`config.mk`:
```
export PLATFORM = sky130hd
export DESIGN_NAME = gray_scale_pipe
export DESIGN_NICKNAME = d
export VERILOG_FILES = /design/src/rtl/gray_scale_pipe.sv
export SDC_FILE = /design/constraint.sdc
export NUM_CORES = 1
export LEC_CHECK = 0
export BUFFER_PORTS_ARGS = -buffer_cell sky130_fd_sc_hd__buf_2
export CORE_MARGIN = 5
export CORE_UTILIZATION = 55
export CTS_BUF_LIST = sky130_fd_sc_hd__clkbuf_8
export CTS_CLUSTER_SIZE = 8
export DETAILED_ROUTE_END_ITERATION = 7
export MAX_ROUTING_LAYER = met4
export PLACE_DENSITY_LB_ADDON = 0.08
export RECOVER_POWER = 100
export SLEW_MARGIN = 10
export SYNTH_ARGS = -nofsm -noshare
export SYNTH_HDL_FRONTEND = slang
export SYNTH_SLANG_ARGS = --single-unit
```
`constraint.sdc`:
```
create_clock -name clk -period 2 [get_ports clk]
set_input_delay 0.1 -clock clk [delete_from_list [all_inputs] [get_ports clk]]
set_output_delay 0.1 -clock clk [all_outputs]
set_load 0.1 [all_outputs]
```
`src/rtl/gray_scale_pipe.sv`:
```
// Grayscale converter for packed {R,G,B} pixels: 2-stage valid/ready pipeline
// with per-frame mode (pass/avg/luma/threshold) and an output frame counter.
module gray_scale_pipe #(
    parameter int unsigned CW       = 4,
    parameter int unsigned MODE_RST = 1,
    parameter int unsigned FCW      = 16
) (
    input  logic              clk,
    input  logic              rst,
    input  logic [1:0]        cfg_mode,
    input  logic [CW-1:0]     cfg_thresh,
    input  logic              s_valid,
    output logic              s_ready,
    input  logic [3*CW-1:0]   s_data,
    input  logic              s_sof,
    input  logic              s_eol,
    output logic              m_valid,
    input  logic              m_ready,
    output logic [3*CW-1:0]   m_data,
    output logic              m_sof,
    output logic              m_eol,
    output logic [FCW-1:0]    frame_cnt
);

    localparam int unsigned PW = 3 * CW;
    localparam int unsigned SW = CW + 2;
    localparam int unsigned LW = CW + 8;

    localparam logic [1:0] MODE_PASS  = 2'd0;
    localparam logic [1:0] MODE_AVG   = 2'd1;
    localparam logic [1:0] MODE_LUMA  = 2'd2;

    logic          en;
    logic          accept;
    logic [CW-1:0] r_c, g_c, b_c;
    logic [SW-1:0] sum_c;
    logic [LW-1:0] luma_c;
    logic [1:0]    px_mode_c;
    logic [CW-1:0] px_thr_c;

    logic [1:0]    mode_q;
    logic [CW-1:0] thr_q;

    logic          st1_valid;
    logic [SW-1:0] st1_sum;
    logic [LW-1:0] st1_luma;
    logic [PW-1:0] st1_raw;
    logic          st1_sof;
    logic          st1_eol;
    logic [1:0]    st1_mode;
    logic [CW-1:0] st1_thr;

    logic [CW-1:0] y_avg_c;
    logic [CW-1:0] y_luma_c;
    logic [PW-1:0] result_c;

    assign en      = !m_valid || m_ready;
    assign s_ready = en;
    assign accept  = s_valid && en;

    assign r_c = s_data[3*CW-1:2*CW];
    assign g_c = s_data[2*CW-1:CW];
    assign b_c = s_data[CW-1:0];

    assign sum_c  = SW'(r_c) + SW'(g_c) + SW'(b_c);
    assign luma_c = LW'(r_c) * LW'(77) + LW'(g_c) * LW'(150) + LW'(b_c) * LW'(29);

    // A sof pixel already uses the configuration it latches.
    assign px_mode_c = s_sof ? cfg_mode   : mode_q;
    assign px_thr_c  = s_sof ? cfg_thresh : thr_q;

    // Per-frame configuration latch.
    always_ff @(posedge clk or posedge rst) begin
        if (rst) begin
            mode_q <= 2'(MODE_RST);
            thr_q  <= '0;
        end else if (accept && s_sof) begin
            mode_q <= cfg_mode;
            thr_q  <= cfg_thresh;
        end
    end

    // Stage 1: partial sums, raw pixel, sideband and the pixel's own mode.
    always_ff @(posedge clk or posedge rst) begin
        if (rst) begin
            st1_valid <= 1'b0;
            st1_sum   <= '0;
            st1_luma  <= '0;
            st1_raw   <= '0;
            st1_sof   <= 1'b0;
            st1_eol   <= 1'b0;
            st1_mode  <= 2'(MODE_RST);
            st1_thr   <= '0;
        end else if (en) begin
            st1_valid <= s_valid;
            if (s_valid) begin
                st1_sum  <= sum_c;
                st1_luma <= luma_c;
                st1_raw  <= s_data;
                st1_sof  <= s_sof;
                st1_eol  <= s_eol;
                st1_mode <= px_mode_c;
                st1_thr  <= px_thr_c;
            end
        end
    end

    // Sum of three components is below 3*2^CW, so a constant divide is exact.
    assign y_avg_c  = CW'(st1_sum / SW'(3));
    assign y_luma_c = st1_luma[LW-1:8];

    always_comb begin
        result_c = st1_raw;
        case (st1_mode)
            MODE_PASS: result_c = st1_raw;
            MODE_AVG:  result_c = {y_avg_c, y_avg_c, y_avg_c};
            MODE_LUMA: result_c = {y_luma_c, y_luma_c, y_luma_c};
            default:   result_c = (y_luma_c >= st1_thr) ? {PW{1'b1}} : '0;
        endcase
    end

    // Stage 2: output register.
    always_ff @(posedge clk or posedge rst) begin
        if (rst) begin
            m_valid <= 1'b0;
            m_data  <= '0;
            m_sof   <= 1'b0;
            m_eol   <= 1'b0;
        end else if (en) begin
            m_valid <= st1_valid;
            if (st1_valid) begin
                m_data <= result_c;
                m_sof  <= st1_sof;
                m_eol  <= st1_eol;
            end
        end
    end

    always_ff @(posedge clk or posedge rst) begin
        if (rst) begin
            frame_cnt <= '0;
        end else if (m_valid && m_ready && m_sof) begin
            frame_cnt <= frame_cnt + FCW'(1);
        end
    end

endmodule

```
After elaboration in Yosys (flattened, before gate mapping)
Cells that the tools add are included.
{"block": "word_totals", "register_bits": 76, "in_bits": 24, "out_inout_bits": 32, "word_cells": 40}
{"block": "op_classes", "addsub": 5, "multipliers": 3, "div_mod_pow": 1, "magnitude_cmp": 1, "n_eq_ne": 2, "n_mux": 4, "n_reduce_logical": 9}
{"op": "case mux 12 bit (3 select lines)", "count": 1}
{"op": "multiplier 4 x 7 -> 11 bit, second input constant", "count": 2}
{"op": "adder 16 x 1 -> 16 bit, second input constant", "count": 1}
{"op": "adder 11 x 12 -> 12 bit", "count": 1}
{"op": "adder 12 x 9 -> 12 bit", "count": 1}
{"op": "2-to-1 mux 12 bit", "count": 1}
{"op": "multiplier 4 x 5 -> 9 bit, second input constant", "count": 1}
{"op": "adder 5 x 4 -> 6 bit", "count": 1}
{"op": "divider 6 x 2 -> 6 bit, second input constant", "count": 1}
{"op": "adder 4 x 4 -> 5 bit", "count": 1}
{"op": "greater-or-equal comparator 4 bit", "count": 1}
{"op": "logical AND 1 bit", "count": 4}
{"op": "2-to-1 mux 4 bit", "count": 1}
{"op": "AND reduction 2 bit", "count": 2}
{"op": "equality test 2 x 1 -> 1 bit, second input constant", "count": 1}
{"op": "equality test 2 bit, second input constant", "count": 1}
{"op": "zero test 2 bit", "count": 1}
{"op": "2-to-1 mux 2 bit", "count": 1}
{"op": "zero test 1 bit", "count": 1}
{"op": "logical OR 1 bit", "count": 1}

Depth between registers and ports, before layout
Gate-level depths: netlist (run 1).
{"block": "logic_depth", "word_depth": 4, "mapped_depth": 20}

Worst setup path after synthesis (run 1)
Ideal clock, no wire load.
{"block": "synth_timing", "path_kind": "in2reg", "from": "in s_data[6]", "to": "reg st1_luma[11]", "setup_time_ps": 104, "arrival_ps": 4303, "setup_slack_ps": -2407, "path_stages": 19, "cell_sequence": "ha_1 inv_1 fa_1 inv_1 ha_1 a21o_1 a211oi_1 nor2_1 ha_1 ha_1 inv_1 fa_1 inv_1 fa_1 ha_1 or3_1 o2111ai_1 nand3_1 o311ai_1"}
{"block": "synth_between", "elab_chain_cells": 3}
{"item": "start: declaration", "line": "14", "source": "input logic [3*CW-1:0] s_data,"}
{"item": "multiplier 4 x 7 -> 11 bit", "line": "66", "source": "assign luma_c = LW'(r_c) * LW'(77) + LW'(g_c) * LW'(150) + LW'(b_c) * LW'(29);"}
{"item": "adder 11 x 12 -> 12 bit", "line": "66"}
{"item": "adder 12 x 9 -> 12 bit", "line": "66"}
{"item": "end signal: assignment", "line": "98", "source": "st1_luma <= luma_c;"}
{"item": "end: declaration", "line": "46", "source": "logic [LW-1:0] st1_luma;"}
Every way passes these cells.
A chain may end at the register's enable or synchronous reset.

Worst setup path after layout (run 1)
{"block": "layout_timing", "from": "in s_data[7]", "to": "reg st1_luma[11]"}
Same word-level chain as after synthesis.

==> results.py, run 1 <==
metrics = {
    "timing": {
        "timing.slew.headroom_pct": -7.452,
        "max_freq_mhz": 242.4,
        "rsz0062_at_grt": "true",
        "timing.final.crit_share_pct": 206.3,
        "worst_pin_slew_ns": 1.612,
        "hold_viol": 0,
        "slew_viol_final": 69,
        "setup_viol": 7,
        "fin_ws_ns": -2.125,
        "skew_ns": 0.01529,
        "min_period_ns": 4.125,
    },
    "pwr": {
        "internal_power_w": 0.004058,
        "pwr-share-comb_pct": 62.3,
        "p_seq_share_pct": 25.2,
        "powerDensity_nw_per_um2": 1347,
        "clkPwrFrac_pct": 12.5,
        "ir_drop_uv": 648.9,
        "p_sw_share_pct": 50.17,
        "cellLeakagePower_nw": 2.962,
        "p_switching_w": 0.004086,
    },
    "global_routing": {
        "grt_util_met3_pct": 3.918,
        "overflow": 0,
        "globalRouteTotalUtil_pct": 21.52,
        "use_met2_pct": 35.56,
        "grt_pass1_vias": 4011,
        "grt_busiest_layer": "met2",
        "grt_pass1_wl_mm": 18.75,
        "grt_max_degree": 69,
        "grt_use_met1_pct": 27.11,
        "antenna_found_initial": 0,
    },
    "route": {
        "wl_per_cell_um": 14.89,
        "antenna_left": 0,
        "num_vias": 3716,
        "via_per_inst": 5.263,
        "drc": 0,
        "dr.pass1.iters": 4,
        "dr.first_iter.drc_count": 136,
        "finalWirelength_mm": 10.51,
    },
    "synthesis": {
        "synth-async-reset-ratio_pct": 100.0,
        "yosys.cell_types.count": 55,
        "synth.largest_area_cell": "dfrtp_1",
        "synth_warnings": 0,
        "ys_ff_latch": 68,
        "synth_enable_flop_cells": 0,
        "synthTopCellsByCount": "dfrtp_1 (66), inv_1 (64), nand2_1 (58)",
        "synth_most_common_cell": "dfrtp_1",
        "synth_top_area_share_pct": 34.13,
        "yosysSeqAreaShare_pct": 35.21,
        "synth_area_um2": 4840,
        "synth.area.top_cells": "dfrtp_1 (34%), ha_1 (14%), fa_1 (11%)",
        "syn-num-nets": 585,
        "netlist_instances": 481,
        "ys.flop_type": "dfrtp_1",
        "avgSynthCellArea_um2": 10.06,
    },
    "status": {
        "violations": "max-capacitance violations, max-slew violations, negative setup slack",
        "status": "complete, but fails checks",
    },
    "floorplanning": {
        "initial_core_util_pct": 56.04,
        "ios": 56,
        "coreArea_um2": 8636,
        "fp-row-count": 34,
        "dieWidth_um": 103.8,
        "dieArea_um2": 10780,
        "dieHeight_um": 103.8,
    },
    "place": {
        "dp_hpwl_mm": 8.207,
        "place.gp.congestion": 0.9034,
        "io_buffers": 55,
        "placed_area_um2": 5650,
        "pre_cts_ws_ns": -2.550,
    },
    "flow_run": {
        "drv_cap": 1,
    },
    "clocking": {
        "htreeDepth": 3,
        "cts_max_path_buffers": 2,
        "cts_tree": "done",
        "cts.sinks": 68,
        "cts_inserted_buffers": 9,
        "clk_latency_ns": 0.35,
        "cts-root-buf": "clkbuf_8",
        "clk_pin_slew_worst_paths_ns": 0.08,
    },
    "worst_setup_path": {
        "crit_buf_inv": 5,
        "critPathLaunchType": "input pin",
        "arrival_ns": 4.37,
        "crit_path_cell_trace": "buf_8, ha_4, inv_2, fa_2, inv_2, ha_4, a21o_1, a211oi_2, nor2_1, ha_1, ha_1, inv_1, fa_1, inv_2, fa_1, ha_2, or3_4, o2111ai_4, nand3_2, o311ai_2",
        "endpoint_kind": "register",
        "crit_slowest_cell": "fa_2",
        "cp_max_fo": 3,
        "critPathMostFrequentCell": "inv_2",
        "critPathKind": "input pin to register",
        "worstPathRequired_ns": 2.25,
        "critPathTopFamily": "adder cells",
        "cpPeakStageDelay_ns": 0.52,
    },
    "layout": {
        "fill_cells": 699,
        "area_growth_pct": 24.95,
        "layout.nets": 697,
        "drive_gt1_share_pct": 26.42,
        "antenna_cells": 0,
        "fin_area_um2": 6047,
    },
    "worst_hold_path": {
        "hp-class": "input pin to register",
    },
}
final timing paths:
check                                     startpoint                   endpoint  depth (start not counted)  slack (ns)
min in group asynchronous                        rst      m_data[0]$_DFFE_PP0P_                          4        0.85
min                                    cfg_thresh[1]       thr_q[1]$_DFFE_PP0P_                          2        0.01
max                                        s_data[7]   st1_luma[11]$_DFFE_PP0P_                         20       -2.13
max reg2reg                   st1_sum[3]$_DFFE_PP0P_      m_data[1]$_DFFE_PP0P_                          8       -0.11
max in group asynchronous                        rst   frame_cnt[1]$_DFFE_PP0P_                          4        0.07
min reg2reg                frame_cnt[15]$_DFFE_PP0P_  frame_cnt[15]$_DFFE_PP0P_                          1        0.46
cell usage in the layout (no fill, tap or decap), drive strengths merged, types with 2 or more instances in the layout:
| cell type | count |
|---|---|
| and2 | 13 |
| buf | 77 |
| clkbuf | 40 |
| nor2b | 3 |
| nand2 | 58 |
| inv | 65 |
| dfrtp | 66 |
| nand4 | 5 |
| o22ai | 3 |
| dlygate4sd3 | 7 |
| xnor2 | 15 |
| nor2 | 14 |
| o22a | 6 |
| nand3 | 14 |
| nor3 | 5 |
| mux2i | 8 |
| o21a | 2 |
| o2111ai | 2 |
| nand2b | 9 |
| a31oi | 4 |
| a211oi | 3 |
| clkinvlp | 2 |
| o32a | 3 |
| a21oi | 10 |
| ha | 53 |
| mux2 | 9 |
| nor3b | 2 |
| nand3b | 2 |
| xor2 | 10 |
| dfstp | 2 |
| clkinv | 4 |
| o311ai | 3 |
| a21o | 4 |
| o211a | 2 |
| a211o | 5 |
| fa | 27 |
| o21ai | 28 |
power groups by stage:
stage          registers, W  clock network, W  logic, W
6_report            0.00205           0.00102   0.00508
5_1_grt             0.00210           0.00111   0.00552
3_3_place_gp        0.00204                 0   0.00449
4_1_cts             0.00204           0.00105   0.00489
2_1_floorplan       0.00333                 0   0.00218
3_5_place_dp        0.00206                 0   0.00462
per-stage QoR:
stage,utilization [%],setup TNS [ns],cells,total power (W),hold slack (ns)
after floorplan,-,-8.942,481,0.005519,0.2054
after global placement,65.43,-10.18,679,0.006529,0.1985
after detailed placement,65.43,-10.76,679,0.006682,0.2011
after CTS,69.81,-8.504,705,0.007971,0.003405
after global routing,70.02,-25.60,706,0.008724,0.01139
final,70.02,-8.536,706,0.008144,0.01420
kinds of logic (layout without fill, tap and decap cells):
kind of cell / after synthesis / in the layout / share of synthesized area, %
AND/OR/NAND/NOR: 132 / 132 / 13.37
AO/OA/AOI/OAI: 81 / 81 / 11.84
adder cells (fa/ha/maj): 80 / 80 / 24.87
buffers and inverters: 78 / 195 / 6.437
flip-flops: 68 / 68 / 35.21
XOR/XNOR: 25 / 25 / 4.524
multiplexers: 17 / 17 / 3.749
metal layers:
layer	up-vias	part of all wire, %
li1	1850	-
met4	0	1.4
met5	-	0
met3	15	3.2
met2	56	49
met1	1795	46
state kept, by name, indices dropped and copies added, names as in the netlist, 2 cells and up:
name	flops
frame_cnt	16
st1_thr	4
thr_q	4
st1_mode	2
st1_sum	6
st1_raw	12
st1_luma	4
m_data	12
mode_q	2
timing repair:
action	4_1_cts	5_1_grt
buffers inserted	3	1
setup endpoints to repair	10	16
endpoints found under the hold margin	72	0
pin swaps	26	19
gates resized for setup	21	14
hold buffers	7	0
layout make-up:
type / instances / area [um^2] / share of cell area [%]
multi-input combinational: 335 / 3053 / 50.49
inverter: 64 / 240.2 / 3.973
tap: 108 / 135.1 / 2.235
timing repair buffer: 115 / 730.7 / 12.08
clock inverter: 7 / 51.30 / 0.8483
clock buffer: 9 / 123.9 / 2.048
sequential: 68 / 1713 / 28.33
(Power assumes the default switching activity.)
==> inputs of run 2 (changes only) <==
==> constraint.sdc (replaced) <==
create_clock -name clk -period 3.7 [get_ports clk]
set_input_delay 0.185 -clock clk [delete_from_list [all_inputs] [get_ports clk]]
set_output_delay 0.185 -clock clk [all_outputs]
set_load 0.1 [all_outputs]
==> run 2 against run 1 <==
  * The run still ends with max-capacitance violations, max-slew violations, negative setup slack left
  * Sequential power fell by 45%
  * Critical path depth did not move
  * Clock skew rose by 0.0011 ns
  * Routed wire length fell by 1.3%
  * Global-route usage fell by 0.49 points
  * Cell count fell by 4.1%
  * Highest routed layer unchanged
==> results.py, run 2 (same netlist as run 1, synthesis figures left out) <==
metrics = {
    "worst_setup_path": {
        "crit_slowest_cell": "fa_2",
        "cp_max_fo": 4,
        "worstPathRequired_ns": 3.95,
        "critPathKind": "input pin to register",
        "endpoint_kind": "register",
        "arrival_ns": 4.52,
        "cpPeakStageDelay_ns": 0.52,
        "critPathMostFrequentCell": "inv_2",
        "critPathLaunchType": "input pin",
        "crit_path_cell_trace": "buf_8, ha_4, inv_2, fa_2, inv_2, ha_4, a21o_1, a211oi_2, nor2_1, ha_1, ha_1, inv_2, fa_1, inv_1, fa_1, ha_2, or3_4, o2111ai_4, nand3_2, o311ai_2",
        "r2r_cells": 8,
        "r2r-start": "st1_sum[3]$_DFFE_PP0P_",
        "r2r_end": "m_data[1]$_DFFE_PP0P_",
        "r2r_setup_slack_ns": 1.19,
        "critPathTopFamily": "adder cells",
        "crit_buf_inv": 5,
    },
    "pwr": {
        "ir_drop_uv": 326.9,
        "powerDensity_nw_per_um2": 741.5,
        "power_w": 0.004254,
        "cellLeakagePower_nw": 2.816,
    },
    "global_routing": {
        "grt_pass1_wl_mm": 18.26,
        "grt_max_degree": 45,
        "globalRouteTotalUtil_pct": 21.03,
        "overflow": 0,
        "grt_pass1_vias": 3909,
        "antenna_found_initial": 0,
    },
    "clocking": {
        "cts-root-buf": "clkbuf_8",
        "htreeDepth": 3,
        "cts_max_path_buffers": 2,
        "clk_latency_ns": 0.35,
        "cts_inserted_buffers": 9,
        "ctsHoldBuffers": 0,
        "cts.sinks": 68,
        "cts_tree": "done",
        "clk_pin_slew_worst_paths_ns": 0.08,
    },
    "timing": {
        "timing.final.crit_share_pct": 115.4,
        "hold_ws_ns": 0.03069,
        "timing.slew.headroom_pct": -4.717,
        "rsz0062_at_grt": "true",
        "worst_pin_slew_ns": 1.569,
        "slew_viol_final": 45,
        "max_freq_mhz": 234.3,
        "min_period_ns": 4.269,
        "hold_viol": 0,
        "skew_ns": 0.01635,
        "fin_ws_ns": -0.5686,
        "setup_viol": 4,
        "fin_setup_tns_ns": -2.127,
    },
    "worst_hold_path": {
        "hp-class": "input pin to register",
        "min_path_cells": 3,
        "min_to": "st1_eol$_DFFE_PP0P_",
        "hold_start": "s_eol",
    },
    "place": {
        "pre_cts_ws_ns": -0.9362,
        "dp_hpwl_mm": 8.251,
        "io_buffers": 55,
        "place.gp.congestion": 0.8582,
    },
    "layout": {
        "multi_input_comb_area_um2": 2932,
        "top_regs": "frame_cnt: 16 flops, m_data: 12 flops, st1_raw: 12 flops",
        "largest_register": "frame_cnt",
        "area_growth_pct": 18.54,
        "largest_reg_flops": 16,
        "regArea_um2": 1704,
        "drive_gt1_share_pct": 18.45,
        "layout_commonest_cell": "dfrtp_1",
        "layout.nets": 668,
        "fill_cells": 705,
        "antenna_cells": 0,
        "layout.cells.most_common_list": "dfrtp_1 (66), inv_1 (61), nand2_1 (58)",
    },
    "status": {
        "status": "complete, but fails checks",
        "violations": "max-capacitance violations, max-slew violations, negative setup slack",
    },
    "floorplanning": {
        "ios": 56,
        "dieArea_um2": 10780,
        "fp-row-count": 34,
        "coreArea_um2": 8636,
        "initial_core_util_pct": 56.04,
        "dieWidth_um": 103.8,
        "dieHeight_um": 103.8,
    },
    "route": {
        "via_per_inst": 5.440,
        "dr.pass1.iters": 4,
        "num_vias": 3683,
        "antenna_left": 0,
        "finalWirelength_mm": 10.38,
        "wl_per_cell_um": 15.32,
        "drc": 0,
        "dr.first_iter.drc_count": 124,
    },
    "flow_run": {
        "drv_cap": 1,
    },
}
[run 2: cell types whose count changed in the layout (fill, tap and decap cells not counted), moves of 3 or more]
| cell | change |
|---|---|
| ha_4 | -4 |
| dfrtp_1 | +7 |
| bufinv_16 | +3 |
| a21oi_2 | -3 |
| clkbuf_2 | -8 |
| buf_4 | -22 |
| dfrtp_2 | -7 |
| ha_1 | +4 |
| a21oi_1 | +3 |
| dlygate4sd3_1 | -7 |
| clkbuf_1 | +10 |
| and2_0 | +3 |
[run 2: power breakdown]
part	internal, W	switching, W
combinational	0.000800	0.00161
clock	0.000446	0.000283
sequential	0.000940	0.000179
[run 2: final cells by class]
class / instances / share of cell area [%]
multi-input cells: 335 / 51.10
flip-flops and latches: 68 / 29.71
repair buffers: 86 / 8.441
inverters: 64 / 4.188
well taps: 108 / 2.356
clock buffers: 9 / 2.159
clock inverters: 7 / 2.050
[run 2: per-stage QoR]
stage / std cells / util (%) / area [um^2]
floorplan: 481 / - / 4903
global placement: 660 / 63.32 / 5468
detailed placement: 660 / 63.32 / 5468
CTS: 677 / 66.88 / 5776
global route: 677 / 66.43 / 5737
finish: 677 / 66.43 / 5737
[run 2: worst max path at each step]
stage               startpoint                       end  slack [ns]  depth (start not counted)
CTS                  s_data[7]  st1_luma[11]$_DFFE_PP0P_       -0.48                         20
global route         s_data[7]  st1_luma[11]$_DFFE_PP0P_       -0.75                         20
global placement     s_data[7]  st1_luma[10]$_DFFE_PP0P_       -0.87                         19
detailed placement   s_data[7]  st1_luma[10]$_DFFE_PP0P_       -0.94                         19
finish               s_data[7]  st1_luma[11]$_DFFE_PP0P_       -0.57                         20
floorplan            s_data[7]  st1_luma[11]$_DFFE_PP0P_       -0.61                         19
[run 2: repair_timing]
item | 4_1_cts | 5_1_grt
gates resized for setup | 15 | 4
endpoints found under the setup margin | 4 | 4
buffers inserted | 1 | 0
pin swaps | 9 | 5
[run 2: per-layer routing]
metal / global-route usage [%] / part of all wire [%]
met3: 4.104 / 5.1
met5: - / 0
met2: 36.52 / 51
met1: 24.30 / 41
met4: 7.308 / 2.4
[run 2: tightest hold or removal path: cells and delay by family]
family | cells | cell delay (ns)
buffers and inverters | 1 | 0.08
and+or+nand+nor | 2 | 0.08
